$ cat src/rtl/mul_div_unit_pkg.sv
// Shared encodings for the iterative multiply/divide unit: operation codes,
// controller states and register-file write codes.
package mul_div_unit_pkg;

    localparam int XLEN  = 32;
    localparam int CNT_W = 6;

    typedef enum logic [1:0] {
        OP_MULLO = 2'b00,
        OP_MULHI = 2'b01,
        OP_DIVQ  = 2'b10,
        OP_DIVR  = 2'b11
    } md_op_e;

    typedef enum logic [1:0] {
        ST_IDLE = 2'b00,
        ST_RUN  = 2'b01,
        ST_DONE = 2'b10
    } md_state_e;

    typedef enum logic [1:0] {
        WRT_NONE = 2'b00,
        WRT_R31  = 2'b01,
        WRT_RS   = 2'b10,
        WRT_RT   = 2'b11
    } reg_wrt_e;

    // op[1] selects divide; op[0] selects the upper half of the shift register.
    function automatic logic op_is_div(md_op_e op);
        return op[1];
    endfunction

    function automatic logic op_takes_high(md_op_e op);
        return op[0];
    endfunction

endpackage

$ cat src/rtl/mul_div_unit_if.sv
// Request/response bundle between the issuing pipeline and the mul/div unit.
interface mul_div_unit_if
    import mul_div_unit_pkg::*;
#(
    parameter int WIDTH = 32
);
    logic             start;
    md_op_e           op;
    logic [WIDTH-1:0] a;
    logic [WIDTH-1:0] b;
    logic [1:0]       reg_wrt_in;
    logic             busy;
    logic             done;
    logic [WIDTH-1:0] result;
    logic [1:0]       reg_wrt_out;
    logic             div_by_zero;

    modport master (
        output start, op, a, b, reg_wrt_in,
        input  busy, done, result, reg_wrt_out, div_by_zero
    );

    modport slave (
        input  start, op, a, b, reg_wrt_in,
        output busy, done, result, reg_wrt_out, div_by_zero
    );
endinterface

$ cat src/rtl/mul_div_unit.sv
// Iterative unsigned multiply/divide: one 64-bit shift register and one 33-bit
// add/subtract shared by shift-add multiply and restoring division.
module mul_div_unit
    import mul_div_unit_pkg::*;
#(
    parameter int WIDTH = XLEN
) (
    input  logic              clk,
    input  logic              rst,
    mul_div_unit_if.slave     bus
);

    md_state_e          state_reg;
    md_op_e             op_reg;
    logic [WIDTH-1:0]   operand_reg;
    logic [1:0]         wrt_reg;
    logic [2*WIDTH-1:0] shift_reg;
    logic [2*WIDTH-1:0] shift_next;
    logic [CNT_W-1:0]   count_reg;

    logic               busy_reg;
    logic               done_reg;
    logic               dbz_reg;
    logic [WIDTH-1:0]   result_reg;
    logic [WIDTH-1:0]   result_next;
    logic [1:0]         wrt_out_reg;

    logic               sub;
    logic [WIDTH:0]     alu_a;
    logic [WIDTH:0]     alu_b;
    logic [WIDTH:0]     alu_b_x;
    logic [WIDTH+1:0]   alu_sum;

    localparam logic [CNT_W-1:0] LAST_ITER = CNT_W'(WIDTH - 1);

    // Multiply adds the multiplicand into the high half; divide subtracts the
    // divisor from the 33-bit partial remainder (high half shifted left by one).
    assign sub   = op_is_div(op_reg);
    assign alu_a = sub ? shift_reg[2*WIDTH-1:WIDTH-1] : {1'b0, shift_reg[2*WIDTH-1:WIDTH]};
    assign alu_b = {1'b0, operand_reg};

    generate
        for (genvar gi = 0; gi <= WIDTH; gi++) begin : g_alu_inv
            assign alu_b_x[gi] = alu_b[gi] ^ sub;
        end
    endgenerate

    assign alu_sum = {1'b0, alu_a} + {1'b0, alu_b_x} + {{(WIDTH+1){1'b0}}, sub};

    always_comb begin
        shift_next = shift_reg;
        if (!sub) begin
            if (shift_reg[0]) begin
                shift_next = {alu_sum[WIDTH:0], shift_reg[WIDTH-1:1]};
            end else begin
                shift_next = {1'b0, shift_reg[2*WIDTH-1:1]};
            end
        end else begin
            // Carry out of the subtract means partial remainder >= divisor.
            if (alu_sum[WIDTH+1]) begin
                shift_next = {alu_sum[WIDTH-1:0], shift_reg[WIDTH-2:0], 1'b1};
            end else begin
                shift_next = {shift_reg[2*WIDTH-2:0], 1'b0};
            end
        end
    end

    assign result_next = op_takes_high(op_reg) ? shift_next[2*WIDTH-1:WIDTH]
                                               : shift_next[WIDTH-1:0];

    always_ff @(posedge clk) begin
        if (rst) begin
            state_reg   <= ST_IDLE;
            op_reg      <= OP_MULLO;
            operand_reg <= '0;
            wrt_reg     <= WRT_NONE;
            shift_reg   <= '0;
            count_reg   <= '0;
            busy_reg    <= 1'b0;
            done_reg    <= 1'b0;
            dbz_reg     <= 1'b0;
            result_reg  <= '0;
            wrt_out_reg <= WRT_NONE;
        end else begin
            case (state_reg)
                ST_IDLE: begin
                    done_reg    <= 1'b0;
                    wrt_out_reg <= WRT_NONE;
                    if (bus.start) begin
                        op_reg    <= bus.op;
                        wrt_reg   <= bus.reg_wrt_in;
                        count_reg <= '0;
                        busy_reg  <= 1'b1;
                        if (op_is_div(bus.op)) begin
                            operand_reg <= bus.b;
                            shift_reg   <= {{WIDTH{1'b0}}, bus.a};
                        end else begin
                            operand_reg <= bus.a;
                            shift_reg   <= {{WIDTH{1'b0}}, bus.b};
                        end
                        // Divide by zero short-circuits straight to completion.
                        if (op_is_div(bus.op) && (bus.b == '0)) begin
                            state_reg   <= ST_DONE;
                            done_reg    <= 1'b1;
                            dbz_reg     <= 1'b1;
                            result_reg  <= op_takes_high(bus.op) ? bus.a : '1;
                            wrt_out_reg <= bus.reg_wrt_in;
                        end else begin
                            state_reg <= ST_RUN;
                        end
                    end
                end
                ST_RUN: begin
                    shift_reg <= shift_next;
                    count_reg <= count_reg + 1'b1;
                    if (count_reg == LAST_ITER) begin
                        state_reg   <= ST_DONE;
                        done_reg    <= 1'b1;
                        dbz_reg     <= 1'b0;
                        result_reg  <= result_next;
                        wrt_out_reg <= wrt_reg;
                    end
                end
                ST_DONE: begin
                    state_reg   <= ST_IDLE;
                    done_reg    <= 1'b0;
                    busy_reg    <= 1'b0;
                    wrt_out_reg <= WRT_NONE;
                end
                default: begin
                    state_reg <= ST_IDLE;
                end
            endcase
        end
    end

    assign bus.busy        = busy_reg;
    assign bus.done        = done_reg;
    assign bus.result      = result_reg;
    assign bus.reg_wrt_out = wrt_out_reg;
    assign bus.div_by_zero = dbz_reg;

endmodule

$ cat src/flat_wrapper.sv
// flat-port wrapper written by rule: the top's interface ports become plain ports
module mul_div_unit_flat import mul_div_unit_pkg::*;
#(
    parameter int WIDTH = XLEN
)
  (clk, rst, bus_start, bus_op, bus_a, bus_b, bus_reg_wrt_in, bus_busy, bus_done, bus_result, bus_reg_wrt_out, bus_div_by_zero);
  mul_div_unit_if #(.WIDTH(WIDTH)) bus_i ();
  input  logic clk;
  input  logic rst;
  input wire logic [$bits(bus_i.start)-1:0] bus_start;
  input wire logic [$bits(bus_i.op)-1:0] bus_op;
  input wire logic [$bits(bus_i.a)-1:0] bus_a;
  input wire logic [$bits(bus_i.b)-1:0] bus_b;
  input wire logic [$bits(bus_i.reg_wrt_in)-1:0] bus_reg_wrt_in;
  output wire logic [$bits(bus_i.busy)-1:0] bus_busy;
  output wire logic [$bits(bus_i.done)-1:0] bus_done;
  output wire logic [$bits(bus_i.result)-1:0] bus_result;
  output wire logic [$bits(bus_i.reg_wrt_out)-1:0] bus_reg_wrt_out;
  output wire logic [$bits(bus_i.div_by_zero)-1:0] bus_div_by_zero;
  assign bus_i.start = bus_start;
  assign bus_i.op = bus_op;
  assign bus_i.a = bus_a;
  assign bus_i.b = bus_b;
  assign bus_i.reg_wrt_in = bus_reg_wrt_in;
  assign bus_busy = bus_i.busy;
  assign bus_done = bus_i.done;
  assign bus_result = bus_i.result;
  assign bus_reg_wrt_out = bus_i.reg_wrt_out;
  assign bus_div_by_zero = bus_i.div_by_zero;
  mul_div_unit #(.WIDTH(WIDTH)) u_core (.clk(clk), .rst(rst), .bus(bus_i));
endmodule
$ cat config.mk
export PLATFORM = sky130hd
export DESIGN_NAME = mul_div_unit_flat
export DESIGN_NICKNAME = d
export VERILOG_FILES = /design/src/rtl/mul_div_unit_pkg.sv /design/src/rtl/mul_div_unit_if.sv /design/src/rtl/mul_div_unit.sv /design/src/flat_wrapper.sv
export SDC_FILE = /design/constraint.sdc
export NUM_CORES = 1
export LEC_CHECK = 0
export BUFFER_PORTS_ARGS = -buffer_cell sky130_fd_sc_hd__clkbuf_2
export CORE_AREA = 4 4 178 180
export DETAILED_ROUTE_END_ITERATION = 10
export DIE_AREA = 0 0 182 184
export PLACE_DENSITY = 0.48
export REMOVE_ABC_BUFFERS = 1
export SYNTH_ARGS = -nofsm -noshare
export SYNTH_HDL_FRONTEND = slang
export SYNTH_SLANG_ARGS = --single-unit
$ cat constraint.sdc
create_clock -name clk -period 5.2 [get_ports clk]
set_clock_uncertainty 0.15 [all_clocks]
set_input_delay 0.52 -clock clk [delete_from_list [all_inputs] [get_ports clk]]
set_output_delay 0.52 -clock clk [all_outputs]
set_load 0.05 [all_outputs]
=== After elaboration in Yosys (flattened, before gate mapping) ===
Index checks and enable logic that the tools add are counted.

* Flip-flop bits (word level): 145
* Output and inout bits: 37
* Logic and storage cells: 98

* $add $sub $neg: 3
* Equal/unequal tests: 6
* Muxes and demuxes: 34
* Bitwise logic cells: 32
* Reductions and logical operators: 12

{| class="wikitable"
|+ Operator list
! kind !! number
|-
| 2-to-1 mux 64 bit || 4
|-
| 2-to-1 mux 32 bit || 7
|-
| one-hot mux 64 bit (2 select lines) || 1
|-
| one-hot mux 32 bit (2 select lines) || 1
|-
| adder 33 x 33 -> 34 bit || 1
|-
| adder 34 x 1 -> 34 bit || 1
|-
| 2-to-1 mux 33 bit || 1
|-
| zero test 32 bit || 1
|-
| XOR 1 bit || 32
|-
| 2-to-1 mux 2 bit || 6
|-
| one-hot mux 6 bit (2 select lines) || 1
|-
| AND reduction 2 bit || 5
|-
| 2-to-1 mux 1 bit || 7
|-
| adder 6 x 1 -> 6 bit, second input constant || 1
|-
| equality test 6 x 5 -> 1 bit, second input constant || 1
|-
| 2-to-1 mux 6 bit || 1
|-
| one-hot mux 2 bit (3 select lines) || 1
|-
| inequality test 2 x 1 -> 1 bit, second input constant || 2
|-
| one-hot mux 1 bit (2 select lines) || 2
|-
| one-hot mux 2 bit (2 select lines) || 1
|-
| AND reduction 4 bit || 1
|-
| nonzero test 2 bit || 2
|-
| one-hot mux 1 bit (3 select lines) || 1
|-
| nonzero test 3 bit || 1
|-
| 5 further kinds || 5
|}

=== Depth between registers and ports, before layout ===
Gate-level depths: netlist of run 1.

* Word-level depth: 8
* Mapped depth: 18

=== Least setup slack after synthesis of run 1 ===
OpenSTA, ideal clock, no wires.

* Kind: reg-to-reg
* Start point: register u_core.op_reg[1]
* End point: register u_core.shift_reg[57]
* Arrival: 4.282 ns
* Data required time: 4.933 ns
* Path slack: 0.652 ns
* Cell stages (with the launch flop): 17
* Buffers on the path: 5
* Period minus slack after synthesis: 4.548 ns
* Cells stage by stage: dfxtp_1 > clkbuf_1 > clkbuf_1 > buf_1 > clkbuf_1 > xor2_1 > ha_1 > clkbuf_1 > a21oi_1 > o21ai_1 > a221o_1 > a221o_1 > o21ba_2 > or3_1 > a31oi_1 > o221ai_1 > a22o_1

* Word-level cells in the longest chain between the ends: 6
* Elaborated cells on any way between the ends: 39
* Classes of those cells: add/sub: 2; mux: 5; bitwise: 32

{| class="wikitable"
|+ RTL lines
! element !! line !! text
|-
| start: declaration || mul_div_unit.sv:14 || <nowiki>md_op_e op_reg;</nowiki>
|-
| start signal: assignment || mul_div_unit.sv:90 || <nowiki>op_reg <= bus.op;</nowiki>
|-
| 2-to-1 mux 33 bit / XOR 1 bit (equally long branches) || mul_div_unit.sv:39, mul_div_unit.sv:44 ||
|-
| adder 33 x 33 -> 34 bit || mul_div_unit.sv:48 || <nowiki>assign alu_sum = {1'b0, alu_a} + {1'b0, alu_b_x} + {{(WIDTH+1){1'b0}}, sub};</nowiki>
|-
| adder 34 x 1 -> 34 bit || mul_div_unit.sv:48 ||
|-
| 2-to-1 mux 64 bit, on equally long branches || mul_div_unit.sv:53, mul_div_unit.sv:60 ||
|-
| 2-to-1 mux 64 bit * || mul_div_unit.sv:52 || <nowiki>if (!sub) begin</nowiki>
|-
| one-hot mux 64 bit (2 select lines) * || mul_div_unit.sv:85 || <nowiki>case (state_reg)</nowiki>
|-
| end signal: assignment || mul_div_unit.sv:96 || <nowiki>shift_reg <= {{WIDTH{1'b0}}, bus.a};</nowiki>
|-
| end signal: assignment || mul_div_unit.sv:99 || <nowiki>shift_reg <= {{WIDTH{1'b0}}, bus.b};</nowiki>
|-
| end signal: assignment || mul_div_unit.sv:114 || <nowiki>shift_reg <= shift_next;</nowiki>
|-
| end: declaration || mul_div_unit.sv:17 || <nowiki>logic [2*WIDTH-1:0] shift_reg;</nowiki>
|}

Every way passes the cells marked *; elsewhere a longest branch is shown, timed or not.
A chain may end at the register's enable or synchronous reset.

=== Worst setup path in the final report of run 1 ===
* Start point: register u_core.op_reg[1]
* End point: register u_core.result_reg[30], in the netlist u_core.bus.result[30]

* Word-level cells in the longest chain between the ends: 8
* Elaborated cells on any way between the ends: 41
* Classes of those cells: add/sub: 2; mux: 7; bitwise: 32

{| class="wikitable"
|+ RTL lines
! element !! line !! text
|-
| 2-to-1 mux 33 bit / XOR 1 bit (equally long branches) || mul_div_unit.sv:39, mul_div_unit.sv:44 ||
|-
| adder 33 x 33 -> 34 bit || mul_div_unit.sv:48 ||
|-
| adder 34 x 1 -> 34 bit || mul_div_unit.sv:48 ||
|-
| 2-to-1 mux 64 bit, on equally long branches || mul_div_unit.sv:53, mul_div_unit.sv:60 ||
|-
| 2-to-1 mux 64 bit * || mul_div_unit.sv:52 ||
|-
| 2-to-1 mux 32 bit * || mul_div_unit.sv:68 || <nowiki>assign result_next = op_takes_high(op_reg) ? shift_next[2*WIDTH-1:WIDTH]</nowiki>
|-
| 2-to-1 mux 32 bit * || mul_div_unit.sv:116 || <nowiki>if (count_reg == LAST_ITER) begin</nowiki>
|-
| one-hot mux 32 bit (2 select lines) * || mul_div_unit.sv:85 ||
|-
| end signal: assignment || mul_div_unit.sv:106 || <nowiki>result_reg <= op_takes_high(bus.op) ? bus.a : '1;</nowiki>
|-
| end signal: assignment || mul_div_unit.sv:120 || <nowiki>result_reg <= result_next;</nowiki>
|-
| end: declaration || mul_div_unit.sv:24 || <nowiki>logic [WIDTH-1:0] result_reg;</nowiki>
|}

Every way passes the cells marked *; elsewhere a longest branch is shown, timed or not. The select of a mux whose other input is x is not followed.

==> reports/results.ini, run 1 <==
[power_and_ir_drop]
p_leak_nw=4.80
peakVddDrop_v=0.000215
power_density_nw_per_um2=309

[global_routing]
grt.overflow.total=0
grt_use_total=0.221
grt_antenna_before_repair=0
grt_pass1_wl_um=58800
first_global_vias=9891
grt_start_max_net_pins=75

[synth]
netlist_area_um2=10400
synth-edff-count=0
synth_top_area_share=0.278
cell_taking_the_most_area_after_synthesis=dfxtp_1
postSynthRegisterBits=145
syn-instance-count=1321
synth_top_cells_by_area=dfxtp_1 (28%), mux2i_1 (7.9%), a211oi_1 (7.4%)
synth-main-ff-cell=dfxtp_1
ys_async_sr_fraction=0
most_common_cell_in_the_synthesized_netlist=dfxtp_1
synth.yosys.warnings=0
seq_total_area_yosys=0.278
yosys-top-cells-count=dfxtp_1 (145), nor2_1 (122), nand2_1 (112), a211oi_1 (103), a21oi_1 (98)
yosys.cell_types.count=77
post_syn_area_per_cell_um2=7.91

[clock_tree]
post_cts_buffers=0
tritoncts_clock_tree=built
cts_htree_levels=4
holdBufCountCts=0
postCtsResizedCells=0
cts_buffer_depth=2
cts.sink_count=145
tritoncts.num_buffers=17
insertion_delay_ns=0.44
cts_root_buffer=clkbuf_16
cts.clk_slew.worst_paths_ns=0.07

[layout]
drive_gt1_frac=0.142
area.sequential_um2=2910
n_antenna_cell=0
area_occupied_by_multi_input_gates_um2=7030
layout.cells.non_filler=1773
largest_register_ff_count=64
areaGrowthSynthToFinish_pct=14.0
nNetsFinal=1472
final.fill_count=3135

[floorplan]
fp.dieArea_um2=33500
die_h_um=184
io-pin-count=108
coreArea_um2=30200
horizontal_die_dimension_um=182
floorplan.initialDensity=0.346
fp-row-count=64

[setup_path]
required_ns=5.35
cp-start-kind=flip-flop
critical_path_capture_point_type=flip-flop
cpPeakStageDelay_ns=0.45
worst-setup-path-type=flip-flop to flip-flop
timing.critical_path.cells=buf_12 -> mux2_2 -> ha_1 -> inv_1 -> o311ai_1 -> a32oi_1 -> o211a_1 -> o21ai_2 -> buf_4 -> nor2_1 -> a221o_1 -> a211oi_1 -> o32ai_1
cpMaxStageDelayCell=o21ai_2
cp_data_arrival_time_ns=4.58
timing.critical_path.fanout_max=74

[run]
max_cap_violations=0

[route]
initialDrtViolationCount=776
post_drt_via_cell_ratio=5.66
total_length_of_routed_wires_um=37100
post_drt_wl_per_cell_um=20.9
dr.pass1.iters=5
post-route-drc-count=0
route.antenna.remaining_nets=0
vias=10000

[sta]
maxSlewViolCount=0
rsz0062_at_grt=no
hold_slack_ns=0.168
final_min_period_over_clock_period=0.851
worstMarginPinSlew_ns=1.09
period_minus_slack_ns=4.43
hold_viol_final=0
finalSetupViolCount=0
layout_setup_ws_ns=0.772
maximum_operating_frequency_ghz=0.226
slew-limit-headroom=0.273

[place]
numPlacedInstances=1741
placement.io_buffers=107
globalplace.congestion=0.895
post-dp-hpwl_um=27000
dpl_worst_slack_ns=0.772

[status]
outcome=completed

[min_path]
hold_class=input port to flip-flop

[per-stage QoR]
| stage | instance area (µm²) | util | total power [W] | setup TNS, ns |
|---|---|---|---|---|
| 2_1_floorplan | 10000 | - | 0.00199 | -186.67 |
| 3_3_place_gp | 11300 | 0.374 | 0.00235 | 0 |
| 3_5_place_dp | 11300 | 0.374 | 0.00235 | 0 |
| 4_1_cts | 11900 | 0.394 | 0.00370 | 0 |
| 5_1_grt | 11900 | 0.394 | 0.00387 | 0 |
| 6_report | 11900 | 0.394 | 0.00368 | 0 |
[path summary, 6_finish.rpt]
check	depth (start not counted)	slack (ns)	from	end
worst min-delay path	3	0.17	bus_reg_wrt_in[1]	u_core.wrt_reg[1]
worst max-delay path	13	0.77	u_core.op_reg[1]	u_core.bus.result[30]
worst min register to register	2	0.32	u_core.wrt_reg[0]	u_core.wrt_reg[0]
worst max register to register	13	0.77	u_core.op_reg[1]	u_core.bus.result[30]
[critical path: cells and delay by family, from the launching register on]
family	cells	cell delay, ns
muxes	1	0.42
and+or+nand+nor	1	0.06
adders and majority gates	1	0.28
buffers and inverters	3	0.69
AOI/OAI and AO/OA	7	2.26
DFF	1	0.38
[placed cells by master (no fill, tap or decap), types with 7 or more instances in the layout]
master     count
nand4_1       11
a221oi_1       7
clkbuf_2     105
a31oi_1       10
xor2_1        44
xnor2_1       20
nor2_1       120
o21ai_0       73
a211oi_1     103
and2_1         7
ha_1          35
nand2b_1      33
o22ai_1       13
o221ai_1       8
nor2b_1       36
nand2_1      112
clkbuf_16     17
o32ai_1       10
nand3_1       12
a21o_1        25
and3_1         9
mux2i_1       82
dfxtp_1      144
a22o_1        14
inv_1         29
a22oi_1       32
o32a_1         7
a21oi_1       98
mux2_2        14
buf_4         23
[final cells by class]
cell class,count,area share
Clock buffer,20,0.0375
Clock inverter,12,0.0152
Inverter,30,0.00946
Multi-Input combinational cell,1040,0.590
Sequential cell,145,0.244
Tap cell,396,0.0416
Timing Repair Buffer,130,0.0620
[metal layers]
layer	global-route usage	routed length (µm)	vias up
li1	-	-	4972
met2	0.347	16700	214
met3	0.0267	1280	34
met4	0.0525	523	0
met1	0.324	18600	4824
met5	0	0	-
[cell families (layout without fill, tap and decap cells)]
family	after synthesis	after routing	synth area share
AOI/OAI and AO/OA	467	467	0.305
and+or+nand+nor	376	376	0.172
DFF	145	145	0.278
buffers and inverters	136	192	0.0523
muxes	96	96	0.0937
xor gates and xnor gates	64	64	0.0537
adders and majority gates	37	37	0.0450
[where the power goes]
| part | leakage [nW] | switching [W] | internal, W |
|---|---|---|---|
| Combinational | 3.31 | 0.000697 | 0.000357 |
| Sequential | 1.18 | 0.0000800 | 0.00120 |
| Clock | 0.305 | 0.000524 | 0.000820 |
Note: power is estimated with default switching activity, not from simulation.
==> run 2, diff against run 1 <==
--- a/config.mk
+++ b/config.mk
@@ -6,10 +6,10 @@
 export NUM_CORES = 1
 export LEC_CHECK = 0
 export BUFFER_PORTS_ARGS = -buffer_cell sky130_fd_sc_hd__clkbuf_2
-export CORE_AREA = 4 4 178 180
+export CORE_AREA = 4 4 151 182
 export DETAILED_ROUTE_END_ITERATION = 10
-export DIE_AREA = 0 0 182 184
-export PLACE_DENSITY = 0.48
+export DIE_AREA = 0 0 155 186
+export PLACE_DENSITY = 0.55
 export REMOVE_ABC_BUFFERS = 1
 export SYNTH_ARGS = -nofsm -noshare
 export SYNTH_HDL_FRONTEND = slang
==> reports/results.ini, run 2 (synthesis gave the netlist of run 1 again) <==
[setup_path]
cp-start-kind=flip-flop
timing.critical_path.cells=clkinv_1 -> buf_4 -> nand2_1 -> nand2_1 -> ha_1 -> nand2_1 -> o22a_1 -> o311ai_0 -> o21ai_0 -> o21a_1 -> o21ai_0 -> o221ai_1 -> nor2_1 -> o32ai_1
cpPeakStageDelay_ns=0.73  ; +0.28 ns
path_common_cell=nand2_1
worst-setup-path-type=flip-flop to flip-flop
required_ns=5.39  ; +0.04 ns
critical_path_capture_point_type=flip-flop
cp_data_arrival_time_ns=4.50  ; -0.08 ns
crit_buf_inv=2  ; -1
cpMaxStageDelayCell=o21a_1
cpLargestDelayFamily=compound AO/OA/AOI/OAI gates
timing.critical_path.fanout_max=22  ; -70%
r2r.worst_path.cells=14  ; +1
crit_cells=14  ; +1

[floorplan]
coreArea_um2=25500  ; -15%
horizontal_die_dimension_um=155  ; -15%
fp.dieArea_um2=28800  ; -14%
die_h_um=186  ; +1.1%
fp-row-count=64  ; unchanged
io-pin-count=108  ; unchanged
floorplan.initialDensity=0.409  ; +0.0629

[sta]
final_min_period_over_clock_period=0.830  ; -0.0216
worstMarginPinSlew_ns=1.03  ; -0.0630 ns
hold_viol_final=0  ; unchanged
finalSetupViolCount=0  ; unchanged
maximum_operating_frequency_ghz=0.232  ; +2.6%
maxSlewViolCount=0  ; unchanged
setup_total_negative_slack_ns=0  ; unchanged
slew-limit-headroom=0.315  ; +0.0420
rsz0062_at_grt=no
period_minus_slack_ns=4.32  ; -0.113 ns

[route]
initialDrtViolationCount=741  ; -4.5%
post_drt_via_cell_ratio=5.92  ; +4.5%
post_drt_wl_per_cell_um=20.2  ; -3.6%
post-route-drc-count=0  ; unchanged
total_length_of_routed_wires_um=34500  ; -7.0%
route.antenna.remaining_nets=0  ; unchanged
vias=10100  ; +0.82%
dr.pass1.iters=5  ; unchanged

[power_and_ir_drop]
internal_power_consumption_w=0.00222  ; -6.8%
pwr-share-clk=0.331  ; -0.034
power_density_nw_per_um2=297  ; -3.9%
power_switching_share=0.364  ; +0.00983
sw_pwr_w=0.00127  ; -2.7%
peakVddDrop_v=0.000217  ; +0.72%
seq_power_share=0.367  ; +0.019
total_power_w=0.00348  ; -5.3%
combPwrFrac=0.302  ; +0.015
p_leak_nw=4.76  ; -0.82%

[global_routing]
use_met1=0.345  ; +0.0212
grt_use_total=0.237  ; +0.0163
first_global_vias=9636  ; -2.6%
gr-max-usage-layer=met2
grt_start_max_net_pins=76  ; +1.3%
grt_pass1_wl_um=54400  ; -7.5%
grt_use_met2=0.363  ; +0.0161
grt.overflow.total=0  ; unchanged
grt_antenna_before_repair=1  ; +1
grt_util_met3=0.0316  ; +0.00492

[place]
placement.io_buffers=107  ; unchanged
globalplace.congestion=0.903  ; +0.91%
detailed_place.area_um2=11200  ; -0.82%
post-dp-hpwl_um=25500  ; -5.7%

[clock_tree]
post_cts_buffers=0  ; unchanged
cts.clk_slew.worst_paths_ns=0.07  ; about the same
cts_root_buffer=clkbuf_16
cts.sink_count=145  ; unchanged
cts_htree_levels=4  ; unchanged
postCtsResizedCells=0  ; unchanged
cts_buffer_depth=2  ; unchanged
holdBufCountCts=0  ; unchanged
tritoncts_clock_tree=built
tritoncts.num_buffers=17  ; unchanged
insertion_delay_ns=0.43  ; about the same

[layout]
mostFrequentLayoutCell=dfxtp_1
drive_gt1_frac=0.143  ; +0.00114
areaGrowthSynthToFinish_pct=12.3
n_antenna_cell=0  ; unchanged
nNetsFinal=1475  ; +0.20%
postLayoutCoreUtil=0.459  ; +0.0649
design_area_um2=11700  ; -1.5%
layout.cells.most_common_list=dfxtp_1 (144), nor2_1 (121), nand2_1 (112), clkbuf_2 (105), a211oi_1 (103)
largest_register_ff_count=64  ; unchanged

[min_path]
hold_class=input port to flip-flop
worst_hold_path.num_cells=3  ; unchanged

[status]
outcome=completed

[run]
max_cap_violations=0  ; unchanged

[run 2: cell count changes in the layout (fill, tap and decap cells not counted), moves of 2 or more]
| cell | delta |
|---|---|
| buf_12 | -2 |
| buf_4 | +5 |
| bufinv_16 | -3 |
| clkinv_2 | +2 |
| clkinvlp_4 | +4 |
[run 2: final timing paths]
| check | slack [ns] | startpoint | to |
|---|---|---|---|
| setup reg to reg | 0.88 | u_core.op_reg[1] | u_core.bus.result[17] |
| hold / removal | 0.18 | bus_reg_wrt_in[0] | u_core.wrt_reg[0] |
| hold reg to reg | 0.32 | u_core.wrt_reg[0] | u_core.wrt_reg[0] |
| setup / recovery | 0.88 | u_core.op_reg[1] | u_core.bus.result[17] |
[run 2: final cells by class]
type	instances	area, µm²
clock inverters	13	114
well taps	330	413
inverters	30	113
flip-flops and latches	145	2910
fillers	2596	13800
multi-input cells	1040	7020
repair buffers	133	736
clock buffers	19	433
[run 2: layer usage]
metal	up-vias	part of all wire	wire length, µm
li1	4984	-	-
met1	4762	0.48	16700
met2	326	0.44	15200
met3	52	0.051	1770
met4	2	0.024	817
met5	-	0.00038	13
[run 2: power by group through the flow]
stage / clock [W] / combinational [W] / sequential [W]
global placement: 0 / 0.00104 / 0.00130
CTS: 0.00118 / 0.00104 / 0.00127
global route: 0.00122 / 0.00116 / 0.00129
detailed placement: 0 / 0.00103 / 0.00130
finish: 0.00115 / 0.00105 / 0.00128
floorplan: 0 / 0.000658 / 0.00133
[run 2: worst min-delay path, delay by kind of cell]
| kind | cells | cell delay [ns] |
|---|---|---|
| buffers and inverters | 1 | 0.09 |
| AND/OR/NAND/NOR | 1 | 0.05 |
| AO/OA/AOI/OAI | 1 | 0.05 |
[run 2: per-stage QoR]
stage                     hold WS (ns)  std cells  worst slack (ns)
final                            0.179       1710             0.885
after global routing             0.182       1710             0.526
after CTS                        0.160       1710             0.957
after detailed placement         0.304       1678             0.811
after global placement           0.298       1678             0.831
after floorplan                  0.280       1215             -3.21
